==> src/rtl/branch_seq_pkg.sv <==
// Shared definitions for the branch sequencer: FSM states, IR field positions, C2 codes.
package branch_seq_pkg;

  localparam int unsigned IR_C2_HI    = 20;
  localparam int unsigned IR_C2_LO    = 19;
  localparam int unsigned IR_LINK_BIT = 27;

  typedef enum logic [1:0] {
    ST_IDLE = 2'd0,
    ST_COND = 2'd1,
    ST_TGT  = 2'd2,
    ST_DONE = 2'd3
  } state_e;

  // Condition selector carried to the downstream condition flip-flop.
  typedef enum logic [1:0] {
    C2_ZERO    = 2'b00,
    C2_NONZERO = 2'b01,
    C2_POS     = 2'b10,
    C2_NEG     = 2'b11
  } c2_e;

endpackage

==> src/rtl/branch_seq_pc_register.sv <==
// Program counter with synchronous load/increment (load has priority) and async clear.
module pc_register #(
  parameter int unsigned BITS = 32
) (
  input  logic            clk,
  input  logic            clr_n,
  input  logic            load,
  input  logic            inc,
  input  logic [BITS-1:0] load_val,
  output logic [BITS-1:0] pc
);

  logic [BITS-1:0] pc_q, pc_d;

  always_comb begin
    pc_d = pc_q;
    if (load) begin
      pc_d = load_val;
    end else if (inc) begin
      pc_d = pc_q + BITS'(1);
    end
  end

  always_ff @(posedge clk or negedge clr_n) begin
    if (!clr_n) begin
      pc_q <= '0;
    end else begin
      pc_q <= pc_d;
    end
  end

  assign pc = pc_q;

endmodule

==> src/rtl/branch_seq.sv <==
// Branch sequencer: resolves a conditional branch in IDLE->COND->TGT->DONE, owns the PC.
// BITS must be at least IR_LINK_BIT+1 so the IR fields exist.
module branch_seq
  import branch_seq_pkg::*;
#(
  parameter int unsigned BITS = 32
) (
  input  logic            clk,
  input  logic            clr_n,
  input  logic            start,
  input  logic [BITS-1:0] ir,
  input  logic [BITS-1:0] bus_in,
  input  logic            con_q,
  input  logic            inc_pc,
  output logic            con_enable,
  output logic [1:0]      ir_c2,
  output logic [BITS-1:0] pc_out,
  output logic            link_wr,
  output logic [BITS-1:0] link_data,
  output logic            busy,
  output logic            done
);

  state_e          state_q, state_d;
  logic [1:0]      ir_c2_q, ir_c2_d;
  logic            link_q, link_d;
  logic            taken_q, taken_d;
  logic            con_enable_q, con_enable_d;
  logic            link_wr_q, link_wr_d;
  logic [BITS-1:0] link_data_q, link_data_d;
  logic            busy_q, busy_d;
  logic            done_q, done_d;
  logic            pc_load, pc_inc;
  logic            unused_ir;

  assign unused_ir = ^ir;

  pc_register #(.BITS(BITS)) u_pc (
    .clk      (clk),
    .clr_n    (clr_n),
    .load     (pc_load),
    .inc      (pc_inc),
    .load_val (bus_in),
    .pc       (pc_out)
  );

  // Next state; registered outputs are computed for the state being entered.
  always_comb begin
    state_d      = state_q;
    ir_c2_d      = ir_c2_q;
    link_d       = link_q;
    taken_d      = taken_q;
    con_enable_d = 1'b0;
    link_wr_d    = 1'b0;
    link_data_d  = link_data_q;
    done_d       = 1'b0;
    pc_load      = 1'b0;
    pc_inc       = 1'b0;
    case (state_q)
      ST_IDLE: begin
        if (start) begin
          state_d      = ST_COND;
          ir_c2_d      = ir[IR_C2_HI:IR_C2_LO];
          link_d       = ir[IR_LINK_BIT];
          taken_d      = 1'b0;
          con_enable_d = 1'b1;
        end else if (inc_pc) begin
          pc_inc = 1'b1;
        end
      end
      ST_COND: begin
        state_d = ST_TGT;
        taken_d = con_q;
        // PC cannot move during COND, so this is the pre-branch value seen in TGT.
        if (link_q) begin
          link_wr_d   = 1'b1;
          link_data_d = pc_out;
        end
      end
      ST_TGT: begin
        state_d = ST_DONE;
        pc_load = taken_q;
        done_d  = 1'b1;
      end
      ST_DONE: begin
        state_d = ST_IDLE;
      end
      default: begin
        state_d = ST_IDLE;
      end
    endcase
    busy_d = (state_d != ST_IDLE);
  end

  always_ff @(posedge clk or negedge clr_n) begin
    if (!clr_n) begin
      state_q      <= ST_IDLE;
      ir_c2_q      <= 2'b00;
      link_q       <= 1'b0;
      taken_q      <= 1'b0;
      con_enable_q <= 1'b0;
      link_wr_q    <= 1'b0;
      link_data_q  <= '0;
      busy_q       <= 1'b0;
      done_q       <= 1'b0;
    end else begin
      state_q      <= state_d;
      ir_c2_q      <= ir_c2_d;
      link_q       <= link_d;
      taken_q      <= taken_d;
      con_enable_q <= con_enable_d;
      link_wr_q    <= link_wr_d;
      link_data_q  <= link_data_d;
      busy_q       <= busy_d;
      done_q       <= done_d;
    end
  end

  assign con_enable = con_enable_q;
  assign ir_c2      = ir_c2_q;
  assign link_wr    = link_wr_q;
  assign link_data  = link_data_q;
  assign busy       = busy_q;
  assign done       = done_q;

endmodule

==> config.mk <==
export PLATFORM = sky130hd
export DESIGN_NAME = branch_seq
export DESIGN_NICKNAME = d
export VERILOG_FILES = /design/src/rtl/branch_seq_pkg.sv /design/src/rtl/branch_seq_pc_register.sv /design/src/rtl/branch_seq.sv
export SDC_FILE = /design/constraint.sdc
export NUM_CORES = 1
export LEC_CHECK = 0
export ABC_AREA = 0
export CORE_MARGIN = 2
export CORE_UTILIZATION = 40
export DETAILED_ROUTE_END_ITERATION = 8
export GPL_ROUTABILITY_DRIVEN = 1
export MAX_ROUTING_LAYER = met4
export PLACE_DENSITY = 0.76
export SLEW_MARGIN = 25
export SYNTH_ARGS = -nofsm -noshare
export SYNTH_HDL_FRONTEND = slang
export SYNTH_HIERARCHICAL = 1
export SYNTH_SLANG_ARGS = --single-unit
==> constraint.sdc <==
create_clock -name clk -period 2.1 [get_ports clk]
set_input_delay 0.315 -clock clk [delete_from_list [all_inputs] [get_ports clk]]
set_output_delay 0.315 -clock clk [all_outputs]
set_load 0.005 [all_outputs]
==> reports/qor.yml, run 1 <==
run_status:
  status: "complete, no violations"
timing:
  setup_viol: 0
  tightestPinTransition_ns: 0.6100
  rsz0062_at_grt: "yes"
  fin_crit_ns: 2.094
  skew_ns: 0.01299
  maxClockFrequency_ghz: 0.4776
  fin_crit_sh_pct: 99.70
  totalNegativeSetupSlack_ns: 0
  slew_viol_final: 0
  final-hold-violation-count: 0
  max_slew_margin_pct: 59.33
  fin_ws_ns: 0.006248
synthesis:
  netlist_area_sq_um: 3707
  yosys.area.top_type: "dfrtp_1"
  ys_ff_latch: 74
  ys.flop_type: "dfrtp_1"
  ys_warn_count: 6
  synth_edf_count: 0
  syn_inst: 320
  syn_nets: 395
  ys_types: 45
  syn_area_per_cell_sq_um: 11.59
  synth_seq_area_share_pct: 49.95
  synth_top_area_share_pct: 49.95
  ys_top_cells_by_area: "dfrtp_1 50%, mux2_4 12%, o21ai_0 2.7%"
  async_reset_ff_share_pct: 100.0
finish:
  utilization_pct: 58.98
  area_growth_syn_to_layout_pct: 44.92
  fill_cells: 782
  final_cell_area_sq_um: 5373
  nets: 530
  final_cell_mix: "108 x clkdlybuf4s50_1, 74 x dfrtp_1, 29 x mux2_4"
  diodes: 0
  drive_above_1_share_pct: 21.30
  layout_commonest_cell: "clkdlybuf4s50_1"
setup_path:
  path_cells: "inv_2, ha_4, and3b_2, and4_4, nand4_1, or4_4, o311ai_4"
  cp_max_fo: 4
  crit_cells: 7
  crit_buf_inv: 1
  cp-startpoint: "state_q[1]"
  arrival_ns: 2.33
  reg2reg_from: "state_q[1]"
  end_kind: "flip-flop"
  crit_path_end: "u_pc/pc[25]"
  max_stage_delay_ns: 0.58
  worstSetupPathType: "reg2reg"
  crit_required_ns: 2.34
  cp_slowest_cell: "or4_4"
  r2r.worst_path.cells: 7
  crit_family: "simple AND/OR/NAND/NOR gates"
  crit_path_start_kind: "flip-flop"
  reg2reg_to: "u_pc/pc[25]"
  rrSetupSlack_ns: 0.006
route:
  post_drt_wl_per_cell_um: 16.64
  viasPerCell: 5.406
  final_antenna_net_count: 0
  drt-pass1-iter-count: 4
  first_iter_violations: 154
  drcViolationCount: 0
  drt-total-wl_mm: 9.502
  num_vias: 3087
pwr:
  peakVddDrop_mv: 0.6114
  powerDensity_nw_per_um2: 1366
  finalPower_mw: 7.337
  leakage_nw: 2.241
clock_tree:
  cts.clk_slew.worst_paths_ns: 0.08
  tritoncts: "yes"
  numCtsBuffers: 9
  cts.sinks: 74
  clock_latency_ns: 0.34
  cts_root_buf: "clkbuf_8"
  htreeDepth: 3
  cts_max_path_buffers: 2
hold_path:
  worstHoldPathType: "reg2reg"
grt:
  grt_max_degree: 49
  antenna_found_initial: 0
  grt_usage_pct: 19.68
  grt_pass1_vias: 3102
  grt_pass1_wl_mm: 15.19
  grt_remaining_overflow: 0
floorplanning:
  rows: 35
  initial_core_util_pct: 40.70
  die_area_sq_um: 10050
  fp.dieW_um: 100.3
  core_area_sq_um: 9109
  chipHeight_um: 100.3
  io_pins: 139
place:
  dpl-instance-area_sq_um: 5035
  place_congestion: 0.8332
  post-place-ws_ns: -0.1571
  port_buffers: 109
  dp_hpwl_mm: 6.722
run:
  maxCapViolations: 0
==> flip-flops by register name, indices dropped and copies added, names as in the netlist <==
name and count:
busy 1, link_data 32, taken_q 1, u_pc/pc 32
done 1, link_wr 1, link_q 1, ir_c2 2
con_enable 1, state_q 2
==> cell type report <==
cell class	instances	area [sq um]	share of cell area (%)
timing repair buffer	138	1313	24.43
clock buffer	12	155.1	2.888
inverter	8	30.03	0.5589
multi-input combinational	224	1787	33.26
sequential	74	1852	34.47
tap	111	138.9	2.585
clock inverter	4	97.59	1.816
==> kinds of logic (layout without fill, tap and decap cells) <==
group,count (synthesis),count (layout),share of synthesized area (%)
AO/OA/AOI/OAI,53,53,9.045
XOR/XNOR,12,12,2.835
adder cells (fa/ha/maj),6,6,2.025
buffers and inverters,23,162,3.409
flip-flops,74,74,49.95
multiplexers,38,38,14.38
AND/OR/NAND/NOR,114,115,18.36
==> cell usage after synthesis (all sizes together) (2+ instances only) <==
cell    number
o31ai       10
nor2        19
and4         5
nand3       12
dfrtp       74
o21ai       20
nand4       16
and3         5
o211ai       2
clkbuf       7
and2         4
mux2i        3
o31a         2
xnor2        2
buf          8
nor3b        2
mux2        35
or4         12
nand2       27
nor2b        2
inv          8
or3          4
xor2        10
a31oi       14
ha           6
==> power by group <==
| group | total (mW) | switching [mW] | internal [mW] |
|---|---|---|---|
| logic | 3.24 | 1.15 | 2.09 |
| registers | 2.71 | 0.650 | 2.06 |
| clock network | 1.39 | 0.537 | 0.856 |
| total | 7.34 | 2.34 | 5.00 |
==> routing by layer <==
metal / routed length [um] / GRT usage [%] / up-vias
met4: 127 / 6.217 / 0
met5: 0 / - / -
met2: 4738 / 31.49 / 102
met3: 491 / 3.412 / 16
li1: - / - / 1453
met1: 4145 / 25.60 / 1516
==> stage by stage <==
step,hold slack [ns],cells
2_1_floorplan,0.01941,320
3_3_place_gp,0.3654,551
3_5_place_dp,0.3717,551
4_1_cts,0.5158,568
5_1_grt,0.5202,571
6_report,0.5145,571
==> worst min-delay path by stage <==
stage	start	endpoint	slack, ns	cells after the start
global route	bus_in[19]	u_pc/pc[19]	0.52	3
detailed placement	clr_n	link_data[5]	0.37	1
finish	link_data[20]	link_data[20]	0.51	1
global placement	clr_n	link_data[3]	0.37	1
floorplan	clr_n	busy	0.02	0
CTS	link_data[30]	link_data[30]	0.52	1
==> what timing repair did <==
item | in CTS | in global routing
pin swaps | 1 | 5
cloned | 0 | 1
setup endpoints to repair | 10 | 17
hold buffers | 1 | 0
resized for setup | 4 | 10
setup buffers | 0 | 3
hold endpoints to repair | 10 | 0
(Power assumes the default switching activity.)
==> inputs of run 2 (changes only) <==
--- a/config.mk
+++ b/config.mk
@@ -12,6 +12,7 @@
 export GPL_ROUTABILITY_DRIVEN = 1
 export MAX_ROUTING_LAYER = met4
 export PLACE_DENSITY = 0.76
+export SKIP_LAST_GASP = 1
 export SLEW_MARGIN = 25
 export SYNTH_ARGS = -nofsm -noshare
 export SYNTH_HDL_FRONTEND = slang
==> run 2 against run 1 <==
Net effect:
- register-to-register slack is essentially flat
- sequential share of layout area unchanged
- die area unchanged
- sequential power is essentially flat
- critical path depth unchanged
- combinational power is essentially flat
- critical path type unchanged
- largest cell class unchanged
- largest power group unchanged
- highest routed layer unchanged
==> reports/qor.yml, run 2 (synthesis results as in run 1) <==
clock_tree:
  cts.sinks: 74
  tritoncts: "yes"
  clock_latency_ns: 0.34
  cts.clk_slew.worst_paths_ns: 0.08
  numCtsBuffers: 9
  htreeDepth: 3
  cts_max_path_buffers: 2
  cts_root_buf: "clkbuf_8"
timing:
  fin_crit_ns: 2.095
  skew_ns: 0.01298
  slew_viol_final: 0
  rsz0062_at_grt: "yes"
  fin_crit_sh_pct: 99.78
  totalNegativeSetupSlack_ns: 0
  hold_ws_ns: 0.5145
  maxClockFrequency_ghz: 0.4772
  tightestPinTransition_ns: 0.6096
  final-hold-violation-count: 0
  max_slew_margin_pct: 59.36
  setup_viol: 0
route:
  viasPerCell: 5.405
  num_vias: 3086
  first_iter_violations: 154
  post_drt_wl_per_cell_um: 16.65
  drt-pass1-iter-count: 4
  drcViolationCount: 0
  final_antenna_net_count: 0
  drt-total-wl_mm: 9.506
grt:
  grt_remaining_overflow: 0
  grt_max_degree: 49
  antenna_found_initial: 0
  grt_pass1_vias: 3102
  grt_pass1_wl_mm: 15.19
  grt_usage_pct: 19.68
place:
  port_buffers: 109
  dp_hpwl_mm: 6.722
  place_congestion: 0.8332
run_status:
  status: "complete, no violations"
hold_path:
  worstHoldPathType: "reg2reg"
  holdPathEnd: "link_data[20]"
  whs_path_depth: 1
  min_from: "link_data[20]"
setup_path:
  crit_required_ns: 2.34
  path_cells: "inv_2, ha_4, and3b_2, and4_4, nand4_1, or4_4, o311ai_4"
  cp_slowest_cell: "or4_4"
  end_kind: "flip-flop"
  reg2reg_from: "state_q[1]"
  crit_buf_inv: 1
  max_stage_delay_ns: 0.58
  r2r.worst_path.cells: 7
  cp_max_fo: 4
  crit_path_start_kind: "flip-flop"
  arrival_ns: 2.33
  rrSetupSlack_ns: 0.005
  crit_family: "simple AND/OR/NAND/NOR gates"
  reg2reg_to: "u_pc/pc[25]"
  worstSetupPathType: "reg2reg"
pwr:
  powerDensity_nw_per_um2: 1366
  leakage_nw: 2.242
  finalPower_mw: 7.337
  peakVddDrop_mv: 0.6115
finish:
  fill_cells: 782
  final_cell_mix: "108 x clkdlybuf4s50_1, 74 x dfrtp_1, 29 x mux2_4"
  drive_above_1_share_pct: 21.30
  area_growth_syn_to_layout_pct: 44.92
  nets: 530
  layout_commonest_cell: "clkdlybuf4s50_1"
  diodes: 0
floorplanning:
  fp.dieW_um: 100.3
  chipHeight_um: 100.3
  die_area_sq_um: 10050
  io_pins: 139
  initial_core_util_pct: 40.70
  core_area_sq_um: 9109
  rows: 35
run:
  maxCapViolations: 0
[run 2: cell counts in the layout (fill, tap and decap cells not counted)]
No cell type changed its count.
[run 2: stage by stage]
stage / instance area, sq um / setup slack [ns] / std cells / util (%)
6_report: 5373 / 0.004601 / 571 / 58.98
5_1_grt: 5373 / -0.07469 / 571 / 58.98
4_1_cts: 5306 / 0.01180 / 568 / 58.26
3_5_place_dp: 5035 / -0.1571 / 551 / 55.27
3_3_place_gp: 5035 / -0.1407 / 551 / 55.27
2_1_floorplan: 3709 / 0.01867 / 320 / -
[run 2: repair_timing]
| item | 4_1_cts | 5_1_grt |
|---|---|---|
| setup buffers | 0 | 3 |
| endpoints found under the hold margin | 10 | 0 |
| cloned | 0 | 1 |
| gates resized for setup | 4 | 10 |
| setup endpoints to repair | 10 | 17 |
| hold buffers | 1 | 0 |
| pin swaps | 1 | 4 |
[run 2: how the worst max path moves through the flow]
stage                        endpoint        from  cells past startpoint  slack, ns
final                     u_pc/pc[25]  state_q[1]                      7      0.005
after CTS                 u_pc/pc[31]  state_q[0]                      7       0.01
after global placement    u_pc/pc[17]       start                      7      -0.14
after global routing      u_pc/pc[23]  state_q[1]                      8      -0.07
after floorplan           u_pc/pc[19]  state_q[0]                      8       0.02
after detailed placement  u_pc/pc[17]       start                      7      -0.16
[run 2: layout make-up]
type / count / area, sq um / share of cell area (%)
repair buffers: 138 / 1313 / 24.43
multi-input cells: 224 / 1787 / 33.26
flip-flops and latches: 74 / 1852 / 34.47
inverters: 8 / 30.03 / 0.5589
clock buffers: 12 / 155.1 / 2.888
clock inverters: 4 / 97.59 / 1.816
well taps: 111 / 138.9 / 2.585
[run 2: per-layer routing]
layer	part of all wire, %	global-route usage (%)
met5	0	-
met1	43	25.60
met2	50	31.49
met4	1.3	6.217
met3	5.2	3.412
[run 2: power breakdown]
| part | total (mW) | switching, mW | internal (mW) |
|---|---|---|---|
| registers | 2.71 | 0.651 | 2.06 |
| clock network | 1.39 | 0.537 | 0.856 |
| logic | 3.23 | 1.15 | 2.09 |
| total | 7.34 | 2.34 | 5.00 |
[run 2: worst reg2reg max path, stage by stage, from the launching register on]
cell      delay [ns]
dfrtp_1         0.40
inv_2           0.08
ha_4            0.13
and3b_2         0.21
and4_4          0.31
nand4_1         0.19
or4_4           0.58
o311ai_4        0.10
==> inputs of run 3 (changes only) <==
--- a/config.mk
+++ b/config.mk
@@ -7,11 +7,12 @@
 export LEC_CHECK = 0
 export ABC_AREA = 0
 export CORE_MARGIN = 2
-export CORE_UTILIZATION = 40
+export CORE_UTILIZATION = 45
+export CTS_BUF_LIST = sky130_fd_sc_hd__clkbuf_4 sky130_fd_sc_hd__clkbuf_8
 export DETAILED_ROUTE_END_ITERATION = 8
 export GPL_ROUTABILITY_DRIVEN = 1
 export MAX_ROUTING_LAYER = met4
-export PLACE_DENSITY = 0.76
+export PLACE_DENSITY = 0.81
 export SKIP_LAST_GASP = 1
 export SLEW_MARGIN = 25
 export SYNTH_ARGS = -nofsm -noshare
==> constraint.sdc (replaced) <==
create_clock -name clk -period 2.3 [get_ports clk]
set_input_delay 0.345 -clock clk [delete_from_list [all_inputs] [get_ports clk]]
set_output_delay 0.345 -clock clk [all_outputs]
set_load 0.005 [all_outputs]
==> run 3 against run 2 <==
Net effect:
- the run now ends with negative hold slack left
- cell area down 2.2%
- wire length decreased by 4.1%
- cell count decreased by 2.6%
- largest cell class unchanged
- total power shrank 11%
- clock-buffer cell count down 2
- hold slack lost 0.53 ns
==> reports/qor.yml, run 3 (synthesis results as in run 1) <==
floorplanning:
  core_area_sq_um: 8093
  die_area_sq_um: 8980
  chipHeight_um: 94.77
  initial_core_util_pct: 45.81
  fp.dieW_um: 94.77
  io_pins: 139
  rows: 33
timing:
  tightestPinTransition_ns: 0.5668
  final-hold-violation-count: 12
  hold_ws_ns: -0.01313
  rsz0062_at_grt: "no"
  max_slew_margin_pct: 62.21
  fin_crit_sh_pct: 95.61
  maxClockFrequency_ghz: 0.4548
  totalNegativeSetupSlack_ns: 0
  setup_viol: 0
  fin_crit_ns: 2.199
  slew_viol_final: 0
  skew_ns: 0.01064
pwr:
  p_clk_share_pct: 19.1
  p_switching_mw: 2.103
  internal_power_mw: 4.458
  p_comb_share_pct: 42.7
  finalPower_mw: 6.561
  leakage_nw: 2.197
  switching_share_pct: 32.05
  seq_power_share_pct: 38.1
  peakVddDrop_mv: 0.5976
  powerDensity_nw_per_um2: 1248
route:
  drcViolationCount: 0
  drt-pass1-iter-count: 4
  viasPerCell: 5.468
  final_antenna_net_count: 0
  first_iter_violations: 157
  drt-total-wl_mm: 9.121
  post_drt_wl_per_cell_um: 16.40
  num_vias: 3040
grt:
  grt_max_degree: 44
  grt_pass1_wl_mm: 14.63
  antenna_found_initial: 0
  busiest_layer: "met2"
  use_met1_pct: 27.30
  grt_usage_pct: 21.60
  grt_pass1_vias: 3008
  globalRouteMet3Util_pct: 3.591
  grt_remaining_overflow: 0
  use_met2_pct: 34.87
run_status:
  status: "complete, but fails checks"
  violations: "negative hold slack"
setup_path:
  cp_max_fo: 5
  crit_path_start_kind: "flip-flop"
  end_kind: "flip-flop"
  arrival_ns: 2.47
  worstSetupPathType: "reg2reg"
  crit_required_ns: 2.57
place:
  place_congestion: 0.7803
  port_buffers: 109
  dp_hpwl_mm: 6.619
  dpl-instance-area_sq_um: 4979
run:
  maxCapViolations: 0
clock_tree:
  clock_latency_ns: 0.35
  cts_root_buf: "clkbuf_8"
  cts.clk_slew.worst_paths_ns: 0.09
  numCtsBuffers: 9
  htreeDepth: 3
  tritoncts: "yes"
  cts_hold_buf: 0
  cts_max_path_buffers: 2
  cts.sinks: 74
finish:
  multi_input_area_sq_um: 1733
  area_growth_syn_to_layout_pct: 41.78
  nets: 521
  diodes: 0
  layout_commonest_cell: "clkdlybuf4s50_1"
  fill_cells: 641
  drive_above_1_share_pct: 18.85
  regArea_sq_um: 1852
  final_cell_mix: "108 x clkdlybuf4s50_1, 74 x dfrtp_1, 29 x mux2_4"
  utilization_pct: 64.95
  final_cell_area_sq_um: 5256
hold_path:
  worstHoldPathType: "in2async"
run 3: changes by cell type in the layout (fill, tap and decap cells not counted), sizes merged:
cell	change
nand3	-1
clkinv	+1
clkbuf	-2
clkinvlp	+1
buf	-7
dlygate4sd3	-1
run 3: per-layer routing:
layer | up-vias | part of all wire (%)
met5 | - | 0
met1 | 1501 | 44
met4 | 0 | 1.4
li1 | 1433 | -
met2 | 94 | 50
met3 | 12 | 4.3
run 3: power groups by stage:
stage / clock network [mW] / logic, mW / registers (mW)
3_5_place_dp: 0 / 2.81 / 2.51
6_report: 1.26 / 2.80 / 2.50
3_3_place_gp: 0 / 2.72 / 2.47
5_1_grt: 1.33 / 3.06 / 2.60
2_1_floorplan: 0 / 1.37 / 2.42
4_1_cts: 1.27 / 2.83 / 2.50
run 3: timing repair:
action	in CTS	in global routing
gates resized for setup	0	4
setup buffers	0	3
setup endpoints to repair	0	11
hold endpoints to repair	0	0
run 3: worst paths after layout:
check	from	end	slack (ns)	cells past startpoint
setup / recovery	state_q[0]	u_pc/pc[19]	0.10	8
hold / removal	clr_n	link_wr	-0.01	1
setup reg to reg	state_q[0]	u_pc/pc[19]	0.10	8
hold reg to reg	link_data[16]	link_data[16]	0.51	1
max in group asynchronous	clr_n	link_data[11]	1.74	2
min in group clk	link_data[16]	link_data[16]	0.51	1
run 3: per-stage QoR:
| stage | setup slack (ns) | hold slack [ns] | cells |
|---|---|---|---|
| 2_1_floorplan | 0.1945 | 0.04941 | 320 |
| 3_3_place_gp | 0.03684 | 0.3804 | 537 |
| 3_5_place_dp | -0.03782 | 0.3795 | 537 |
| 4_1_cts | 0.03530 | 0.002949 | 553 |
| 5_1_grt | 0.01112 | 0.02903 | 556 |
| 6_report | 0.1010 | -0.01313 | 556 |
run 3: area by class of cell:
type,instances,share of cell area [%]
Timing Repair Buffer,130,23.95
Sequential cell,74,35.23
Tap cell,105,2.499
Clock inverter,6,2.166
Clock buffer,10,2.618
Multi-Input combinational cell,223,32.97
Inverter,8,0.5713
run 3: critical path: stages, from the launching register on:
cell and delay (ns):
dfrtp_1 0.43, inv_2 0.10, ha_2 0.20, and3b_2 0.21, and4_1 0.19, buf_4 0.15, nand4_4 0.13, or4_1 0.52
a31oi_1 0.18
